[src/rtl/keypad_matrix_scan.sv]
// -----------------------------------------------------------------------------
// keypad_matrix_scan
//   Row/column keypad scanner. Walks a one-cold strobe across the columns,
//   samples the active-low rows through a 2-flop synchroniser, debounces both
//   press and release, and reports a compact scan code
//   (row_index*COLS + col_index). Two or more rows low in the strobed column
//   is reported as multi_err instead of being decoded.
//
//   Optional auto-repeat: define KEYPAD_REPEAT_EN to re-pulse key_flag after
//   REPEAT_DELAY cycles of hold, then every REPEAT_RATE cycles.
//
// Ports
//   clk       in   system clock
//   rst_n     in   asynchronous active-low reset
//   scan_en   in   scanning enable; low parks the scanner (all columns high)
//   row       in   [ROWS]  keypad rows, active-low, pulled up
//   col       out  [COLS]  column strobes, one-cold while scanning
//   key_flag  out  one-cycle press pulse, key_code valid in the same cycle
//   rel_flag  out  one-cycle release pulse for the held key
//   key_code  out  scan code, holds until the next press
//   key_held  out  high from key_flag until rel_flag
//   multi_err out  one-cycle pulse when >1 row is low in the strobed column
// -----------------------------------------------------------------------------
module keypad_matrix_scan #(
    parameter int ROWS          = 4,
    parameter int COLS          = 3,
    parameter int DEBOUNCE_MAX  = 999_999,
    parameter int SETTLE_CYCLES = 4,
    parameter int REPEAT_DELAY  = 24_999_999,
    parameter int REPEAT_RATE   = 4_999_999
) (
    input  logic                            clk,
    input  logic                            rst_n,
    input  logic                            scan_en,
    input  logic [ROWS-1:0]                 row,
    output logic [COLS-1:0]                 col,
    output logic                            key_flag,
    output logic                            rel_flag,
    output logic [$clog2(ROWS*COLS)-1:0]    key_code,
    output logic                            key_held,
    output logic                            multi_err
);

    localparam int KEY_W   = $clog2(ROWS*COLS);
    localparam int CIDX_W  = $clog2(COLS);
    localparam int RIDX_W  = $clog2(ROWS);
    localparam int CNT_MAX = (DEBOUNCE_MAX > SETTLE_CYCLES) ? DEBOUNCE_MAX : SETTLE_CYCLES;
    localparam int CNT_W   = $clog2(CNT_MAX + 1);

    if (ROWS < 2 || ROWS > 8 || COLS < 2 || COLS > 8 || SETTLE_CYCLES < 1 ||
        DEBOUNCE_MAX < 1 || REPEAT_DELAY < 1 || REPEAT_RATE < 1) begin : g_bad_cfg
        $error("keypad_matrix_scan: parameter out of range");
    end

    typedef enum logic [2:0] {SETTLE, SAMPLE, FILT0, HELD, FILT1} state_t;
    state_t state, state_nxt;

    logic [ROWS-1:0]   row_s1, rs, rl;
    logic              active;          // low while parked by scan_en
    logic [CIDX_W-1:0] col_idx;
    logic [CNT_W-1:0]  cnt;
    logic [KEY_W-1:0]  code_q, code_new;
    logic              held_q;
    logic [RIDX_W-1:0] row_idx;
    logic              rs_idle, rs_one, st_done, db_done, rotate, press, rpt_fire;

    // ---------------- row decode ----------------
    assign rl      = ~rs;
    assign rs_idle = (rl == '0);
    assign rs_one  = !rs_idle && ((rl & (rl - ROWS'(1))) == '0);
    assign st_done = (cnt == CNT_W'(SETTLE_CYCLES - 1));
    assign db_done = (cnt == CNT_W'(DEBOUNCE_MAX));

    always_comb begin
        row_idx = '0;
        for (int r = 0; r < ROWS; r++)
            if (!rs[r]) row_idx = RIDX_W'(r);
    end

    assign code_new = KEY_W'(row_idx) * KEY_W'(COLS) + KEY_W'(col_idx);

    // Advance to the next column whenever a sample or a debounce window
    // ends with all rows idle.
    assign rotate = rs_idle && ((state == SAMPLE) ||
                                ((state == FILT0 || state == FILT1) && db_done));

    // ---------------- FSM: state register ----------------
    always_ff @(posedge clk or negedge rst_n) begin
        if (!rst_n) state <= SETTLE;
        else        state <= state_nxt;
    end

    // ---------------- FSM: next state ----------------
    always_comb begin
        state_nxt = state;
        case (state)
            SETTLE:  if (st_done) state_nxt = SAMPLE;
            SAMPLE:  state_nxt = rs_idle ? SETTLE : FILT0;
            FILT0:   if (db_done) state_nxt = rs_idle ? SETTLE : HELD;
            HELD:    if (rs_idle) state_nxt = FILT1;
            FILT1:   if (db_done) state_nxt = rs_idle ? SETTLE : HELD;
            default: state_nxt = SETTLE;
        endcase
        if (!scan_en || !active) state_nxt = SETTLE;
    end

    // ---------------- FSM: outputs ----------------
    // Flags are gated by scan_en so a window ending in the same cycle
    // scan_en drops is abandoned silently.
    always_comb begin
        press     = 1'b0;
        multi_err = 1'b0;
        rel_flag  = 1'b0;
        if (scan_en && active) begin
            case (state)
                FILT0: if (db_done && !rs_idle) begin
                           if (rs_one) press     = 1'b1;
                           else        multi_err = 1'b1;
                       end
                FILT1: if (db_done && rs_idle && held_q) rel_flag = 1'b1;
                default: ;
            endcase
        end
        key_flag = press | rpt_fire;
        key_code = press ? code_new : code_q;
        key_held = held_q | press;
        col      = active ? ~(COLS'(1) << col_idx) : '1;
    end

    // ---------------- datapath registers ----------------
    always_ff @(posedge clk or negedge rst_n) begin
        if (!rst_n) begin
            row_s1 <= '1;
            rs     <= '1;
        end else begin
            row_s1 <= row;
            rs     <= row_s1;
        end
    end

    always_ff @(posedge clk or negedge rst_n) begin
        if (!rst_n) begin
            active  <= 1'b1;
            col_idx <= '0;
            cnt     <= '0;
            code_q  <= '0;
            held_q  <= 1'b0;
        end else if (!scan_en) begin
            active  <= 1'b0;
            col_idx <= '0;
            cnt     <= '0;
            held_q  <= 1'b0;
        end else begin
            active <= 1'b1;
            // Counter restarts on every state entry; HELD has no use for it.
            cnt <= (state_nxt != state || state == HELD || !active) ? '0 : cnt + 1'b1;
            if (rotate && active)
                col_idx <= (col_idx == CIDX_W'(COLS - 1)) ? '0 : col_idx + 1'b1;
            if (press) begin
                code_q <= code_new;
                held_q <= 1'b1;
            end
            if (rel_flag) held_q <= 1'b0;
        end
    end

`ifdef KEYPAD_REPEAT_EN
    localparam int RPT_MAX = (REPEAT_DELAY > REPEAT_RATE) ? REPEAT_DELAY : REPEAT_RATE;
    localparam int RPT_W   = $clog2(RPT_MAX + 1);

    logic [RPT_W-1:0] rpt_cnt;
    logic             rpt_rate;     // first repeat done, now at REPEAT_RATE

    // held_q is clear after a multi_err entry, which suppresses repeats.
    assign rpt_fire = scan_en && active && (state == HELD) && held_q &&
                      (rpt_cnt == (rpt_rate ? RPT_W'(REPEAT_RATE) : RPT_W'(REPEAT_DELAY)));

    // Counts from the key_flag cycle (value 0) for as long as HELD lasts.
    always_ff @(posedge clk or negedge rst_n) begin
        if (!rst_n) begin
            rpt_cnt  <= '0;
            rpt_rate <= 1'b0;
        end else if (scan_en && state_nxt == HELD && (state == HELD || press)) begin
            if (rpt_fire) begin
                rpt_cnt  <= RPT_W'(1);
                rpt_rate <= 1'b1;
            end else begin
                rpt_cnt  <= rpt_cnt + 1'b1;
            end
        end else begin
            rpt_cnt  <= '0;
            rpt_rate <= 1'b0;
        end
    end
`else
    assign rpt_fire = 1'b0;
`endif

endmodule

[config.mk]
export PLATFORM = sky130hd
export DESIGN_NAME = keypad_matrix_scan
export DESIGN_NICKNAME = d
export VERILOG_FILES = /design/src/rtl/keypad_matrix_scan.sv
export SDC_FILE = /design/constraint.sdc
export NUM_CORES = 1
export LEC_CHECK = 0
export CAP_MARGIN = 20
export CORE_MARGIN = 5
export CORE_UTILIZATION = 60
export CTS_BUF_LIST = sky130_fd_sc_hd__clkbuf_8
export DETAILED_ROUTE_END_ITERATION = 7
export GPL_TIMING_DRIVEN = 0
export HOLD_SLACK_MARGIN = 0.06
export PLACE_DENSITY = 0.83
export SYNTH_ARGS = -nofsm -noshare
export SYNTH_HDL_FRONTEND = slang
export SYNTH_SLANG_ARGS = --single-unit
[constraint.sdc]
create_clock -name clk -period 4.3 [get_ports clk]
set_input_delay 0.645 -clock clk [delete_from_list [all_inputs] [get_ports clk]]
set_output_delay 0.645 -clock clk [all_outputs]
set_load 0.01 [all_outputs]
==> flow_summary.yaml, run 1 <==
outcome:
  outcome: "finished, final reports clean"
power_and_ir_drop:
  total_power_uw: 732
  ir_drop_uv: 288
  p_per_area_nw_per_um2: 282
  p_leak_nw: 1.08
setup_path:
  cpMostUsedCell: "fa_1"
  required_ns: 3.65
  path_depth: 7
  arrival_ns: 3.12
  crit_end: "key_code[2]"
  cp_top_family: "adder cells"
  crit_path_start: "rs[2]"
  crit_path_start_kind: "register"
  critPathSlowestCell: "dfstp_2"
  regToRegSetupSlack_ns: 1.83
  path_buf_inv: 2
  critPathMaxStageDelay_ns: 0.59
  crit-reg2reg-launch: "rs[2]"
  worstSetupPathType: "register to primary output"
  timing.rr.end: "code_q[2]"
  worstRegToRegCells: 6
  crit_chain: "inv_1 -> o21ai_0 -> fa_1 -> ha_1 -> fa_1 -> mux2_2 -> clkdlybuf4s50_1"
  cp-end-kind: "primary output"
  cp_max_fo: 7
detailed_routing:
  drt_iter0_drc: 143
  vias: 1778
  final_antenna_net_count: 0
  via_per_inst: 5.99
  drc_errors: 0
  routedWlPerCell_microns: 15.6
  dr.pass1.iters: 4
  routed_wl_microns: 4630
die:
  start_util_pct: 61.6
  dieArea_sq_um: 5090
  chipHeight_microns: 71.3
  fp.dieW_microns: 71.3
  fp.coreArea_sq_um: 3660
  ios: 18
  rows: 22
timing:
  finalHoldWorstSlack_ns: 0.360
  slew_headroom_pct: 42.1
  rsz0062_at_grt: "false"
  finalWorstPathRequiredPeriod_ns: 3.77
  hold_viol: 0
  fmax_mhz: 265
  fin_crit_sh_pct: 87.7
  skew_ns: 0.00712
  setup_tns_ns: 0
  finalSetupViolations: 0
  report.final.slew_viol_count: 0
  tightest_slew_ns: 0.868
place:
  placed_cells: 289
  port-buffer-count: 17
  hpwl_microns: 3280
  place_congestion: 0.806
logic_synthesis:
  yosysTopAreaCell: "dfrtp_1"
  ys_ff_latch: 39
  yosys-top-cells-count: "dfrtp_1, nor3_1, nand2_1, nor2_1, nand3_1"
  ys.flop_type: "dfrtp_1"
  synth_area_sq_um: 2260
  synth_area_leaders: "dfrtp_1, dfstp_2, mux2_2"
  ys_async_sr_fraction_pct: 100
  synth.most_common_cell: "dfrtp_1"
  yosys.area.top_type_share_pct: 33.3
  synth_edf_count: 0
  seq_area_frac_synth_pct: 43.8
  syn_nets: 236
  syn_area_per_cell_sq_um: 10.1
  synth_warnings: 0
  syn_inst: 224
  synth_cell_type_count: 56
final_layout:
  diodes: 0
  nets: 260
  drive_gt1_share_pct: 18.1
  fin_cells: 297
  area_growth_syn_to_layout_pct: 15.1
flow_run:
  max_cap_viol_count: 0
clock_tree:
  cts_tree: "done"
  htreeDepth: 2
  hold_buffers: 0
  cts-buffers-inserted: 5
  clk_pin_slew_ns: 0.08
  clock-sinks: 39
  ctsResizeCount: 0
  cts-root-buf: "clkbuf_8"
  cts_buffer_depth: 2
  insertion_delay_ns: 0.30
  post-cts-setup-buffers: 0
global_route:
  antenna_found_initial: 0
  grt_max_degree: 40
  grt_usage_pct: 19.7
  grt-ovfl-total: 0
  grt_pass1_vias: 1666
  grt_pass1_wl_microns: 7760
worst_hold_path:
  hold_class: "register to register"
[report_power, final]
group          internal, mW  leakage, nW  switching, mW
combinational        0.0139        0.508         0.0217
sequential            0.375        0.513        0.00496
clock                 0.175       0.0548          0.141
total                 0.564         1.08          0.168
[registers in the layout, summed over array words and instances (netlist names)]
register,count
row_s1,4
state,3
code_q,4
held_q,1
active,1
rs,4
cnt,20
col_idx,2
[cell families (layout without fill, tap and decap cells)]
family | Yosys count | in the layout | synth area share [%]
buffers and inverters | 22 | 47 | 4.49
xor gates and xnor gates | 15 | 15 | 5.82
adders and majority gates | 5 | 5 | 3.44
DFF | 39 | 39 | 43.8
muxes | 8 | 8 | 3.99
and+or+nand+nor | 102 | 102 | 28.4
AOI/OAI and AO/OA | 33 | 33 | 10.1
[metrics by stage]
stage,worst slack (ns),instance area (sq um),utilization (%)
global placement,0.802,2490,67.9
CTS,0.517,2600,70.9
floorplan,1.43,2260,-
global route,0.377,2600,70.9
detailed placement,0.751,2480,67.8
finish,0.530,2600,70.9
[final cells by class]
cell class / count / area [sq um]
Multi-Input combinational cell: 163 / 1170
Fill cell: 286 / 1060
Sequential cell: 39 / 987
Timing Repair Buffer: 17 / 165
Clock buffer: 5 / 68.8
Buffer: 13 / 67.6
Tap cell: 48 / 60.1
Clock inverter: 3 / 46.3
Inverter: 9 / 33.8
[metal layers]
layer / up-vias / wire [microns] / GRT usage [%]
li1: 872 / - / -
met4: 0 / 80 / 8.14
met2: 26 / 2190 / 29.7
met1: 872 / 2190 / 27.0
met3: 8 / 179 / 4.77
met5: - / 0 / 0
[worst min path at each step]
stage                     startpoint      to  slack [ns]  cells after the start
after floorplan                rst_n  cnt[0]        0.35                      0
after global routing       row_s1[1]   rs[1]        0.36                      0
after CTS                  row_s1[2]   rs[2]        0.36                      0
final                      row_s1[2]   rs[2]        0.36                      0
after global placement     row_s1[1]   rs[1]        0.35                      0
after detailed placement   row_s1[2]   rs[2]        0.35                      0
[layout by cell type, fill, tap and decap left out, drive strengths merged, types with 3 or more instances in the layout]
cell / count
a211oi: 7
a21oi: 3
and2: 4
and4: 6
buf: 8
clkbuf: 11
clkdlybuf4s50: 16
dfrtp: 30
dfstp: 9
ha: 3
inv: 10
mux2: 8
nand2: 12
nand3: 10
nand3b: 3
nand4: 10
nor2: 12
nor3: 18
nor4: 7
o21ai: 9
or3: 3
xnor2: 9
xor2: 6
Note: power is estimated with default switching activity, not from simulation.
==> run 2: changes to the inputs <==
CORE_MARGIN = default   (was 5)
==> flow_summary.yaml, run 2 (synthesized netlist as in run 1, its figures left out) <==
outcome:
  outcome: "finished, final reports clean"
die:
  fp.coreArea_sq_um: 3470
  rows: 21
  chipHeight_microns: 63.3
  dieArea_sq_um: 4010
  ios: 18
  fp.dieW_microns: 63.3
  start_util_pct: 65.0
clock_tree:
  clock-sinks: 39
  ctsResizeCount: 0
  cts-root-buf: "clkbuf_8"
  htreeDepth: 2
  cts_tree: "done"
  post-cts-setup-buffers: 0
  insertion_delay_ns: 0.29
  cts_buffer_depth: 2
  cts-buffers-inserted: 5
  hold_buffers: 0
  clk_pin_slew_ns: 0.08
setup_path:
  crit_path_start_kind: "register"
  cp-end-kind: "primary output"
  critPathSlowestCell: "dfstp_2"
  required_ns: 3.65
  cp_top_family: "adder cells"
  arrival_ns: 3.20
  crit_chain: "inv_1 -> o21ai_0 -> fa_1 -> ha_1 -> fa_1 -> mux2_2 -> clkdlybuf4s50_1"
  cpMostUsedCell: "fa_1"
  cp_max_fo: 7
  path_buf_inv: 2
  crit_path_start: "rs[2]"
  regToRegSetupSlack_ns: 1.76
  worstSetupPathType: "register to primary output"
  crit-reg2reg-launch: "rs[2]"
  critPathMaxStageDelay_ns: 0.61
timing:
  rsz0062_at_grt: "false"
  finalSetupViolations: 0
  setup_ws_ns: 0.460
  hold_viol: 0
  fin_crit_sh_pct: 89.3
  finalWorstPathRequiredPeriod_ns: 3.84
  skew_ns: 0.00805
  tightest_slew_ns: 0.853
  setup_tns_ns: 0
  report.final.slew_viol_count: 0
  slew_headroom_pct: 43.1
  fmax_mhz: 260
detailed_routing:
  vias: 1825
  wl_met2_microns: 2470
  routedWlPerCell_microns: 16.9
  drt-met1-wl_microns: 2120
  wl_met3_microns: 283
  via_per_inst: 6.19
  drt_iter0_drc: 217
  dr.pass1.iters: 4
  drc_errors: 0
  top_layer_used: "met4"
  routed_wl_microns: 4990
  final_antenna_net_count: 0
place:
  pre_cts_ws_ns: 0.767
  placed_area_sq_um: 2480
  hpwl_microns: 3330
  place_congestion: 0.862
  port-buffer-count: 17
power_and_ir_drop:
  p_leak_nw: 1.08
  ir_drop_uv: 257
  total_power_uw: 782
  p_per_area_nw_per_um2: 299
final_layout:
  diodes: 0
  fin_area_sq_um: 2620
  multi_input_area_sq_um: 1170
  final_common_cell: "dfrtp_1"
  drive_gt1_share_pct: 18.1
  top_register: "cnt"
  regArea_sq_um: 987
  area_growth_syn_to_layout_pct: 15.9
  nets: 260
  n_fill_cell: 261
  largest_register_ffs: 20
  fin_util_pct: 75.4
  final_cell_mix: "dfrtp_1, nor3_1, clkdlybuf4s50_1"
global_route:
  grt_max_degree: 40
  grt-ovfl-total: 0
  antenna_found_initial: 0
  grt_pass1_vias: 1826
  grt_usage_pct: 28.6
  grt_pass1_wl_microns: 8710
worst_hold_path:
  min_from: "row_s1[2]"
  hold_class: "register to register"
flow_run:
  max_cap_viol_count: 0
run 2: changes by cell type in the layout (fill, tap and decap cells not counted), sizes merged:
| cell | previous run | this run |
|---|---|---|
| bufinv | 1 | 2 |
| inv | 10 | 9 |
run 2: metal layers:
| layer | vias to the layer above | GRT usage [%] |
|---|---|---|
| li1 | 872 | - |
| met1 | 875 | 38.0 |
| met2 | 65 | 46.1 |
| met3 | 13 | 5.43 |
| met4 | 0 | 11.1 |
| met5 | - | 0 |
run 2: final timing paths:
kind / to / depth (start not counted)
worst max-delay path: key_code[2] / 7
worst min-delay path: rs[2] / 0
worst max register to register: code_q[2] / 6
worst min register to register: rs[2] / 0
max in group asynchronous: code_q[3] / 1
min in group asynchronous: state[1] / 1
run 2: area by class of cell:
cell class	count	share of cell area, %
plain buffers	13	2.58
clock buffers	5	2.63
clock inverters	3	2.58
inverters	9	1.29
multi-input cells	163	44.6
flip-flops and latches	39	37.8
well taps	46	2.20
repair buffers	17	6.32
run 2: metrics by stage:
| stage | std cells | hold slack, ns |
|---|---|---|
| floorplan | 224 | 0.345 |
| global placement | 287 | 0.346 |
| detailed placement | 287 | 0.347 |
| CTS | 295 | 0.359 |
| global route | 295 | 0.360 |
| finish | 295 | 0.356 |
run 2: worst register-to-register path, delay by kind of cell, from the launching register on:
kind	cells	cell delay (ns)
DFF	1	0.61
muxes	1	0.28
buffers and inverters	1	0.05
AOI/OAI and AO/OA	1	0.30
adders and majority gates	3	1.19
run 2: power by group:
group,total [mW],internal (mW),switching [mW]
combinational,0.0368,0.0142,0.0226
sequential,0.381,0.375,0.00568
clock,0.364,0.231,0.133
